### src/rtl/irq_source_router_pkg.sv
// Shared definitions for irq_source_router: register map, claim miss code,
// level width and the bus slave state type.
package irq_source_router_pkg;

   localparam int         LVLW      = 3;
   localparam logic [4:0] A_LEVEL   = 5'h00;
   localparam logic [4:0] A_EN_LO   = 5'h10;
   localparam logic [4:0] A_EN_HI   = 5'h11;
   localparam logic [4:0] A_PEND_LO = 5'h12;
   localparam logic [4:0] A_PEND_HI = 5'h13;
   localparam logic [4:0] A_TRIG_LO = 5'h14;
   localparam logic [4:0] A_TRIG_HI = 5'h15;
   localparam logic [4:0] A_CLAIM   = 5'h18;
   localparam logic [7:0] NO_CLAIM  = 8'hFF;

   typedef enum logic {S_IDLE, S_ACK} bus_st_t;

   // Big-endian lanes: sel[3] addresses byte offset 0; sel[0] alone (or none) means offset 3.
   function automatic logic [4:0] byte_addr(input logic [2:0] word, input logic [2:0] sel_hi);
      logic [1:0] lane;
      if (sel_hi[2])      lane = 2'd0;
      else if (sel_hi[1]) lane = 2'd1;
      else if (sel_hi[0]) lane = 2'd2;
      else                lane = 2'd3;
      return {word, lane};
   endfunction

endpackage

### src/rtl/irq_source_router_if.sv
// Wishbone 8-bit slave bundle between the m68kwb bus master and irq_source_router.
interface irq_source_router_if;
   logic       wb_stb_i;
   logic       wb_we_i;
   logic [4:0] wb_adr_i;
   logic [3:0] wb_sel_i;
   logic [7:0] wb_dat_i;
   logic [7:0] wb_dat_o;
   logic       wb_ack_o;

   modport master (output wb_stb_i, wb_we_i, wb_adr_i, wb_sel_i, wb_dat_i,
                   input  wb_dat_o, wb_ack_o);
   modport slave  (input  wb_stb_i, wb_we_i, wb_adr_i, wb_sel_i, wb_dat_i,
                   output wb_dat_o, wb_ack_o);
endinterface

### src/rtl/irq_source_router_rr_pick.sv
// Round-robin picker: first set request strictly after start_i, wrapping mod NSRC.
module rr_pick #(
   parameter int NSRC = 8,
   parameter int SRCW = 4
) (
   input  logic [NSRC-1:0] req_i,
   input  logic [SRCW-1:0] start_i,
   output logic            hit_o,
   output logic [SRCW-1:0] idx_o
);

   logic            hit_hi, hit_lo;
   logic [SRCW-1:0] idx_hi, idx_lo;

   // Split into "above the pointer" and "wrapped" halves; the upper half has priority.
   always_comb begin
      hit_hi = 1'b0;
      hit_lo = 1'b0;
      idx_hi = '0;
      idx_lo = '0;
      for (int i = 0; i < NSRC; i++) begin
         if (req_i[i]) begin
            if (i > int'(start_i)) begin
               if (!hit_hi) begin
                  hit_hi = 1'b1;
                  idx_hi = SRCW'(i);
               end
            end else if (!hit_lo) begin
               hit_lo = 1'b1;
               idx_lo = SRCW'(i);
            end
         end
      end
      hit_o = hit_hi | hit_lo;
      idx_o = hit_hi ? idx_hi : idx_lo;
   end

endmodule

### src/rtl/irq_source_router.sv
// Routes NSRC peripheral IRQs onto the 7 CPU interrupt levels with per-level round-robin claim.
// Optional per-source level-triggered mode: define IRQ_ROUTER_LEVEL_TRIG_EN.
module irq_source_router
   import irq_source_router_pkg::*;
#(
   parameter int NSRC = 8,
   parameter int SRCW = 4
) (
   input  logic                 wb_clk_i,
   input  logic                 wb_reset_i,
   irq_source_router_if.slave   wb,
   input  logic [NSRC-1:0]      src_irq_i,
   output logic [6:0]           int_o
);

   logic [NSRC-1:0][LVLW-1:0] level_q;
   logic [NSRC-1:0]           en_q, pend_q, pend_n, src_q;
   logic [NSRC-1:0]           set_v, clr_v;
   logic [6:0][SRCW-1:0]      rr_q;
   logic [6:0][NSRC-1:0]      elig;
   bus_st_t                   st_q;
   logic [7:0]                dat_q, rd_data;
   logic                      ack_q;
   logic [4:0]                baddr;
   logic                      access, wr_acc, claim_acc;
   logic [2:0]                claim_l;
   logic [NSRC-1:0]           pick_req;
   logic [SRCW-1:0]           pick_start, pick_idx;
   logic                      pick_hit;
   logic [15:0]               en16, pend16, dat16, w1c16;
   logic                      unused_bits;
`ifdef IRQ_ROUTER_LEVEL_TRIG_EN
   logic [NSRC-1:0]           trig_q;
   logic [15:0]               trig16;
`endif

   assign baddr       = byte_addr(wb.wb_adr_i[4:2], wb.wb_sel_i[3:1]);
   assign access      = (st_q == S_IDLE) && wb.wb_stb_i;
   assign wr_acc      = access && wb.wb_we_i;
   assign claim_l     = baddr[2:0];
   assign claim_acc   = access && !wb.wb_we_i && (baddr[4:3] == A_CLAIM[4:3]) && (claim_l != 3'd7);
   assign dat16       = {wb.wb_dat_i, wb.wb_dat_i};
   assign unused_bits = ^{wb.wb_adr_i[1:0], wb.wb_sel_i[0]};

   always_comb begin
      en16   = '0;
      pend16 = '0;
      en16[NSRC-1:0]   = en_q;
      pend16[NSRC-1:0] = pend_q;
`ifdef IRQ_ROUTER_LEVEL_TRIG_EN
      trig16 = '0;
      trig16[NSRC-1:0] = trig_q;
`endif
   end

   always_comb begin
      elig = '0;
      for (int l = 0; l < 7; l++)
         for (int i = 0; i < NSRC; i++)
            elig[l][i] = pend_q[i] & en_q[i] & (level_q[i] == LVLW'(l + 1));
   end

   // One picker serves all levels; only the level being claimed matters each cycle.
   assign pick_req   = (claim_l == 3'd7) ? '0 : elig[claim_l];
   assign pick_start = (claim_l == 3'd7) ? '0 : rr_q[claim_l];

   rr_pick #(.NSRC(NSRC), .SRCW(SRCW)) u_pick (
      .req_i   (pick_req),
      .start_i (pick_start),
      .hit_o   (pick_hit),
      .idx_o   (pick_idx)
   );

   always_comb begin
      w1c16 = '0;
      if (wr_acc && baddr == A_PEND_LO) w1c16[7:0]  = wb.wb_dat_i;
      if (wr_acc && baddr == A_PEND_HI) w1c16[15:8] = wb.wb_dat_i;
      for (int i = 0; i < NSRC; i++) begin
         set_v[i] = src_irq_i[i] & ~src_q[i] & en_q[i] & (level_q[i] != '0);
         clr_v[i] = w1c16[i] | (claim_acc & pick_hit & (pick_idx == SRCW'(i)));
      end
      // An edge arriving with a clear keeps the bit set.
      pend_n = (pend_q & ~clr_v) | set_v;
`ifdef IRQ_ROUTER_LEVEL_TRIG_EN
      for (int i = 0; i < NSRC; i++)
         if (trig_q[i]) pend_n[i] = src_irq_i[i] & en_q[i];
`endif
   end

   always_comb begin
      rd_data = 8'h00;
      for (int i = 0; i < NSRC; i++)
         if (baddr == A_LEVEL + 5'(i)) rd_data = 8'(level_q[i]);
      case (baddr)
         A_EN_LO:   rd_data = en16[7:0];
         A_EN_HI:   rd_data = en16[15:8];
         A_PEND_LO: rd_data = pend16[7:0];
         A_PEND_HI: rd_data = pend16[15:8];
`ifdef IRQ_ROUTER_LEVEL_TRIG_EN
         A_TRIG_LO: rd_data = trig16[7:0];
         A_TRIG_HI: rd_data = trig16[15:8];
`else
         A_TRIG_LO, A_TRIG_HI: rd_data = 8'h00;
`endif
         default: ;
      endcase
      if (baddr[4:3] == A_CLAIM[4:3] && claim_l != 3'd7)
         rd_data = pick_hit ? 8'(pick_idx) : NO_CLAIM;
   end

   always_ff @(posedge wb_clk_i) begin
      if (wb_reset_i) begin
         level_q <= '0;
         en_q    <= '0;
         pend_q  <= '0;
         src_q   <= '0;
         int_o   <= '0;
         for (int l = 0; l < 7; l++) rr_q[l] <= SRCW'(NSRC - 1);
`ifdef IRQ_ROUTER_LEVEL_TRIG_EN
         trig_q  <= '0;
`endif
      end else begin
         src_q  <= src_irq_i;
         pend_q <= pend_n;
         for (int l = 0; l < 7; l++) int_o[l] <= |elig[l];
         for (int i = 0; i < NSRC; i++) begin
            if (wr_acc && baddr == A_LEVEL + 5'(i)) level_q[i] <= wb.wb_dat_i[LVLW-1:0];
            if (wr_acc && baddr == ((i < 8) ? A_EN_LO : A_EN_HI)) en_q[i] <= dat16[i];
`ifdef IRQ_ROUTER_LEVEL_TRIG_EN
            if (wr_acc && baddr == ((i < 8) ? A_TRIG_LO : A_TRIG_HI)) trig_q[i] <= dat16[i];
`endif
         end
         if (claim_acc && pick_hit) rr_q[claim_l] <= pick_idx;
      end
   end

   always_ff @(posedge wb_clk_i) begin
      if (wb_reset_i) begin
         st_q  <= S_IDLE;
         ack_q <= 1'b0;
         dat_q <= 8'h00;
      end else begin
         case (st_q)
            S_IDLE: if (wb.wb_stb_i) begin
               dat_q <= rd_data;
               ack_q <= 1'b1;
               st_q  <= S_ACK;
            end
            S_ACK: begin
               ack_q <= 1'b0;
               st_q  <= S_IDLE;
            end
            default: st_q <= S_IDLE;
         endcase
      end
   end

   assign wb.wb_dat_o = dat_q;
   assign wb.wb_ack_o = ack_q;

endmodule

### src/flat_wrapper.sv
// flat-port wrapper written by rule: the top's interface ports become plain ports
module irq_source_router_flat import irq_source_router_pkg::*;
#(
   parameter int NSRC = 8,
   parameter int SRCW = 4
)
  (wb_clk_i, wb_reset_i, src_irq_i, int_o, wb_wb_stb_i, wb_wb_we_i, wb_wb_adr_i, wb_wb_sel_i, wb_wb_dat_i, wb_wb_dat_o, wb_wb_ack_o);
  irq_source_router_if wb_i ();
  input  logic wb_clk_i;
  input  logic wb_reset_i;
  input  logic [NSRC-1:0] src_irq_i;
  output logic [6:0] int_o;
  input wire logic [$bits(wb_i.wb_stb_i)-1:0] wb_wb_stb_i;
  input wire logic [$bits(wb_i.wb_we_i)-1:0] wb_wb_we_i;
  input wire logic [$bits(wb_i.wb_adr_i)-1:0] wb_wb_adr_i;
  input wire logic [$bits(wb_i.wb_sel_i)-1:0] wb_wb_sel_i;
  input wire logic [$bits(wb_i.wb_dat_i)-1:0] wb_wb_dat_i;
  output wire logic [$bits(wb_i.wb_dat_o)-1:0] wb_wb_dat_o;
  output wire logic [$bits(wb_i.wb_ack_o)-1:0] wb_wb_ack_o;
  assign wb_i.wb_stb_i = wb_wb_stb_i;
  assign wb_i.wb_we_i = wb_wb_we_i;
  assign wb_i.wb_adr_i = wb_wb_adr_i;
  assign wb_i.wb_sel_i = wb_wb_sel_i;
  assign wb_i.wb_dat_i = wb_wb_dat_i;
  assign wb_wb_dat_o = wb_i.wb_dat_o;
  assign wb_wb_ack_o = wb_i.wb_ack_o;
  irq_source_router #(.NSRC(NSRC), .SRCW(SRCW)) u_core (.wb_clk_i(wb_clk_i), .wb_reset_i(wb_reset_i), .wb(wb_i), .src_irq_i(src_irq_i), .int_o(int_o));
endmodule
### config.mk
export PLATFORM = sky130hd
export DESIGN_NAME = irq_source_router_flat
export DESIGN_NICKNAME = d
export VERILOG_FILES = /design/src/rtl/irq_source_router_pkg.sv /design/src/rtl/irq_source_router_if.sv /design/src/rtl/irq_source_router_rr_pick.sv /design/src/rtl/irq_source_router.sv /design/src/flat_wrapper.sv
export SDC_FILE = /design/constraint.sdc
export NUM_CORES = 1
export LEC_CHECK = 0
export ABC_AREA = 1
export ABC_CLOCK_PERIOD_IN_PS = 3600
export CAP_MARGIN = 20
export CORE_MARGIN = 1.5
export CORE_UTILIZATION = 63
export DETAILED_ROUTE_END_ITERATION = 12
export HOLD_SLACK_MARGIN = 0.15
export PLACE_DENSITY = 0.86
export SLEW_MARGIN = 20
export SYNTH_ARGS = -nofsm -noshare
export SYNTH_HDL_FRONTEND = slang
export SYNTH_SLANG_ARGS = --single-unit
### constraint.sdc
create_clock -name wb_clk_i -period 3.6 [get_ports wb_clk_i]
set_clock_uncertainty 0.05 [all_clocks]
set_input_delay 0.54 -clock wb_clk_i [delete_from_list [all_inputs] [get_ports wb_clk_i]]
set_output_delay 0.54 -clock wb_clk_i [all_outputs]
set_load 0.03 [all_outputs]
; Yosys cells after proc, flatten, opt, wreduce, memory -nomap -nowiden
; Cells that the tools add are included.
; W data, S select, Z words.
[op_classes]
n_eq_ne = 80
n_addsub = 0
div_mod_pow = 0
mux = 99
mul = 0
reduce_logical = 38
n_bitwise = 118
n_lt_le_gt_ge = 9
shifts = 0
[ops]
columns = operator, count
row1 = $mux W4, 40
row2 = $eq A3 B3 Y1 const B, 33
row3 = $and A1 B1 Y1, 97
row4 = $reduce_or A8 Y1, 7
row5 = $eq A3 B2 Y1 const B, 16
row6 = $mux W8, 5
row7 = $mux W1, 37
row8 = $eq A5 B5 Y1 const B, 6
row9 = $bwmux W28, 1
row10 = $bmux W8 S3, 1
row11 = $eq A3 B1 Y1 const B, 8
row12 = $mux W3, 8
row13 = $pmux W8 S3, 1
row14 = $reduce_bool A3 Y1, 8
row15 = $eq A5 B3 Y1 const B, 4
row16 = $logic_and A1 B1 Y1, 18
row17 = $eq A4 B3 Y1 const B, 4
row18 = $gt A3 B4 Y1 const A, 4
row19 = $bmux W4 S3, 1
row20 = $demux W4 S3, 1
row21 = $eq A5 B2 Y1 const B, 2
row22 = $not A1 Y1, 9
row23 = $or A1 B1 Y1, 9
row24 = $and A8 B8 Y8, 1
row25 = 19 further kinds, 23
[word_totals]
reg_bits = 93
ram_bits = 0
out_inout_bits = 16
latchBits = 0
input_bits = 29
rom_bits = 0
mem_count = 0
word_cells = 366

; Longest topological paths before layout
[logic_depth]
ltp_word = 35
ltp_mapped = 22

; Hierarchy
; Synthesis repeated with hierarchy kept, for this count alone.
[unflattened]
cells_unflattened = 852
hier_area_um2 = 5526.6
[modules_own_cells]
columns = mod, cells_per_inst, area_per_inst_um2, n_inst, seq_area_each_um2
row1 = irq_source_router, 771, 5116.2, 1, 1861.8
row2 = rr_pick, 81, 410.4, 1, 0.0

; Least setup slack after synthesis
; Ideal clock, no wire load.
[synth_path]
kind = in2reg
start = input wb_wb_sel_i[1]
end = register u_core.pend_q[6]
setup_ps = 132
path_buffers = 3
stages = 20
setup_slack_ps = 1070
t_arrival_ps = 2348
t_required_ps = 3418
path_cell_list = buf_4 > nand2_2 > nand2_2 > buf_6 > nand2_1 > nand3_1 > nand3_2 > nand2_1 > nand2_1 > nand2_1 > nand2_2 > nor2_4 > nand4_2 > nor2_2 > nand3_1 > nand2_2 > buf_6 > nand2_1 > o21bai_1 > a21oi_1
[synth_via]
elab_chain_cells = 35
word_cells_on_any_way = 101
cone_classes = order compare: 7 / eq/ne: 4 / mux: 81 / bitwise: 7 / reduce/logical: 2
[synth_rtl]
columns = item, line
row1 = "start, declared", flat_wrapper.sv:16  ; input wire logic [$bits(wb_i.wb_sel_i)-1:0] wb_wb_sel_i;
row2 = $mux W1 (*), irq_source_router_pkg.sv:23  ; else if (sel_hi[0]) lane = 2'd2;
row3 = $mux W2 (*), irq_source_router_pkg.sv:22  ; else if (sel_hi[1]) lane = 2'd1;
row4 = $mux W2 (*), irq_source_router_pkg.sv:21  ; if (sel_hi[2]) lane = 2'd0;
row5 = "parallel branches: the longest is 28 deep, another holds $gt A1 B4 Y1", -
row6 = $or A1 B1 Y1 (*), irq_source_router.sv:80  ; clr_v[i] = w1c16[i] | (claim_acc & pick_hit & (pick_idx == SRCW'(i)));
row7 = $not A8 Y8 (*), irq_source_router.sv:83  ; pend_n = (pend_q & ~clr_v) | set_v;
row8 = $and A8 B8 Y8 (*), irq_source_router.sv:83
row9 = $or A8 B8 Y8 (*), irq_source_router.sv:83
row10 = "end signal, assigned", irq_source_router.sv:124  ; pend_q <= pend_n;
row11 = "end, declared", irq_source_router.sv:17  ; logic [NSRC-1:0] en_q, pend_q, pend_n, src_q;
; Every way passes the cells marked *. The select of a mux whose other input is x is not followed.
; A chain may end at the register's enable or synchronous reset.

; Worst setup path in the final report
[layout_path]
start = input wb_wb_adr_i[2]
end = register u_core.pend_q[2]
[layout_via]
elab_chain_cells = 32
word_cells_on_any_way = 98
cone_classes = order compare: 7 / eq/ne: 4 / mux: 78 / bitwise: 7 / reduce/logical: 2
[layout_rtl]
columns = item, line
row1 = "start, declared", flat_wrapper.sv:15  ; input wire logic [$bits(wb_i.wb_adr_i)-1:0] wb_wb_adr_i;
row2 = "parallel branches: the longest is 28 deep, another holds $gt A1 B4 Y1", -
row3 = $or A1 B1 Y1 (*), irq_source_router.sv:80
row4 = $not A8 Y8 (*), irq_source_router.sv:83
row5 = $and A8 B8 Y8 (*), irq_source_router.sv:83
row6 = $or A8 B8 Y8 (*), irq_source_router.sv:83
; Marked as above.

==> results.toml <==
[run_status]
status = "finished clean"

[critical_path]
required_ps = 3800
crit-reg2reg-launch = "u_core.en_q[7]$_SDFFE_PP0P_"
rrSetupSlack_ps = 740
r2r_cells = 18
worst_ep_arrival_time_ps = 3450
start_kind = "input pin"
crit_path_end_kind = "flip-flop"
reg2reg_to = "u_core.pend_q[2]$_SDFF_PP0_"
worstSetupPathType = "in2reg"
cp_max_fo = 10

[routing]
ant_nets = 0
viasPerCell = 6.005
drt-met1-wl_mm = 6.871
routed_wl_mm = 16.78
highest_layer = "met4"
vias = 6065
wl_per_cell_um = 16.61
wl_met3_mm = 1.584
drc = 0
wl_met2_mm = 7.587
drt_iter0_markers = 723
dr.pass1.iters = 6

[clock_network]
cts_hold_buf = 0
numCtsBuffers = 9
clk_path_buf_depth = 2
worstSkewPairLatency_ps = 370
cts_setup_buffers = 0
cts-root-buf = "clkbuf_8"
ctsResizeCount = 0
cts_tree = "yes"
clkTransAtPathRegs_ps = 90
htreeDepth = 3
cts_sinks = 86

[timing]
report.final.slew_viol_count = 0
post-route-min-period_ps = 3253
whs_ps = 432.9
rsz0062_at_grt = "no"
maxSlewHeadroom = 0.3833
tightest_slew_ps = 919.3
timing.setup.tns_ps = 0
layout_setup_ws_ps = 346.8
min_period_over_period = 0.9037
finalHoldViolations = 0
fmax_mhz = 307.4
setup_viol = 0

[placed_design]
port-buffer-count = 41
place_ws_ps = 118.0
dp.cells = 994
hpwl_mm = 12.98
gp_congestion = 0.9886

[cells_and_area]
nFillCells = 635
syn_to_final_growth_pct = 15.38
regArea_um2 = 1722
layout_common_cells = "187 x nand2_1, 150 x nor2_1, 96 x inv_1"
antenna_cells = 0
final_common_cell = "nand2_1"
drive_above_1_share = 0.07709
multi_input_area_um2 = 2968
stdcell_count = 1010
fin_nets = 932

[pwr]
switching_power_uw = 672.8
power_density_nw_per_um2 = 339.6
p_int_uw = 1370
ir_drop_v = 0.0002825
power.share.clock = 0.320
p_comb_frac = 0.203
seqPwrFrac = 0.478
p_leak_uw = 0.002592
sw_frac_of_total = 0.3293
fin_total_pwr_uw = 2043

[synth]
yosys.area.top_type_share = 0.3302
ys_seq_area_frac = 0.3302
synthCells = 848
ys_ff_latch = 86
syn_avg_cell_area_um2 = 6.148
syn_nets = 877
synth_area_um2 = 5214
async_reset_ff_frac = 0
synth_ff_type = "dfxtp_1"
ys_top_cells_by_area = "dfxtp_1 33%, nand2_1 13%, nor2_1 11%, nand3_1 7.6%, inv_1 6.9%"
synth-edff-count = 0
ys_warn_count = 0
yosysTopAreaCell = "dfxtp_1"
synthDistinctLibCells = 41

[global_route]
first_global_vias = 5400
grt_use_total = 0.3913
antenna_found_initial = 0
grt_max_degree = 39
grt.overflow.total = 0
grt_pass1_wl_mm = 26.44

[die]
io_pins = 45
start_util = 0.6610
dieArea_um2 = 8830
core_um2 = 7888
dieWidth_um = 93.97
fp.dieH_um = 93.97
rows = 32

[worst_hold_path]
min_path_type = "reg2reg"
worstHoldEndpoint = "u_core.wb.wb_dat_o[0]$_SDFFE_PP0P_"
whs_path_depth = 2
holdCritStartpoint = "u_core.wb.wb_dat_o[0]$_SDFFE_PP0P_"

[flow_run]
drv_cap = 0
==> registers in the layout, summed over array words and instances (netlist names) <==
| signal | cells |
|---|---|
| u_core.level_q | 24 |
| u_core.rr_q | 21 |
| u_core.en_q | 8 |
| u_core.pend_q | 8 |
| u_core.src_q | 8 |
| u_core.wb.wb_dat_o | 8 |
| u_core.int_o | 7 |
| u_core.st_q | 1 |
| u_core.wb.wb_ack_o | 1 |
==> worst max-delay path by stage <==
stage               cells after the start           start                                 end  slack (ps)
detailed placement                     21  wb_wb_sel_i[2]  u_core.wb.wb_dat_o[2]$_SDFFE_PP0P_         120
global placement                       18  wb_wb_adr_i[2]        u_core.rr_q[26]$_SDFFE_PP1P_         220
finish                                 18  wb_wb_adr_i[2]         u_core.pend_q[2]$_SDFF_PP0_         350
floorplan                              20  wb_wb_sel_i[1]         u_core.pend_q[6]$_SDFF_PP0_        1070
CTS                                    20  wb_wb_sel_i[2]         u_core.pend_q[2]$_SDFF_PP0_         440
global route                           20  wb_wb_sel_i[2]         u_core.pend_q[2]$_SDFF_PP0_         160
==> logic make-up after synthesis <==
kind of cell,share of synthesized area
AO/OA/AOI/OAI,0.1802
AND/OR/NAND/NOR,0.3890
flip-flops,0.3302
buffers and inverters,0.1006
==> power groups by stage <==
stage          registers [uW]  logic, uW  clock network [uW]
2_1_floorplan            1010        223                   0
3_3_place_gp              996        390                   0
3_5_place_dp              997        401                   0
4_1_cts                   975        403                 645
5_1_grt                   977        441                 684
6_report                  975        414                 653
==> metrics by stage <==
step | instance area, um2 | utilization
4_1_cts | 6016 | 0.7627
6_report | 6016 | 0.7627
3_5_place_dp | 5842 | 0.7406
3_3_place_gp | 5842 | 0.7406
5_1_grt | 6016 | 0.7627
2_1_floorplan | 5214 | -
==> per-layer routing <==
| metal | global-route usage | vias up |
|---|---|---|
| met4 | 0.1779 | 0 |
| met1 | 0.5015 | 2697 |
| met3 | 0.05825 | 77 |
| met2 | 0.6479 | 383 |
| li1 | - | 2908 |
| met5 | 0 | - |
==> area by class of cell <==
| type | count | share of cell area |
|---|---|---|
| well taps | 102 | 0.02121 |
| inverters | 107 | 0.06676 |
| flip-flops and latches | 86 | 0.2862 |
| clock inverters | 6 | 0.007696 |
| clock buffers | 10 | 0.02121 |
| repair buffers | 66 | 0.1036 |
| multi-input cells | 633 | 0.4933 |
==> synth_stat cells, types with 2 or more instances <==
| master | instances |
|---|---|
| nand2_1 | 187 |
| nor2_1 | 150 |
| inv_1 | 96 |
| dfxtp_1 | 86 |
| nand3_1 | 79 |
| o21ai_0 | 60 |
| a21oi_1 | 51 |
| o211ai_1 | 21 |
| clkbuf_1 | 12 |
| nor3_1 | 12 |
| nand2_2 | 10 |
| inv_2 | 8 |
| a31oi_1 | 7 |
| nand4_1 | 7 |
| nor4_1 | 6 |
| a22oi_1 | 5 |
| o22ai_1 | 5 |
| a221oi_1 | 4 |
| buf_4 | 4 |
| nand3_2 | 4 |
| buf_6 | 3 |
| clkinv_1 | 3 |
| nor2_2 | 3 |
| a41oi_1 | 2 |
| buf_2 | 2 |
| nor2_4 | 2 |
| nor3b_1 | 2 |
| nor4b_1 | 2 |
| o21ai_1 | 2 |
| o21bai_1 | 2 |
==> worst max-delay path, stage by stage <==
cell,delay [ps]
clkdlybuf4s50_1,720
inv_2,140
nand3_1,130
nor2_1,40
nor2_1,170
nand3_2,170
inv_2,110
nor2_1,50
nand2_1,130
inv_2,60
nor2_4,130
nand4_2,100
nor2_2,160
nand3_1,100
nand2_2,200
nand2_1,150
o21ai_1,230
a21oi_1,90
(Power assumes the default switching activity.)
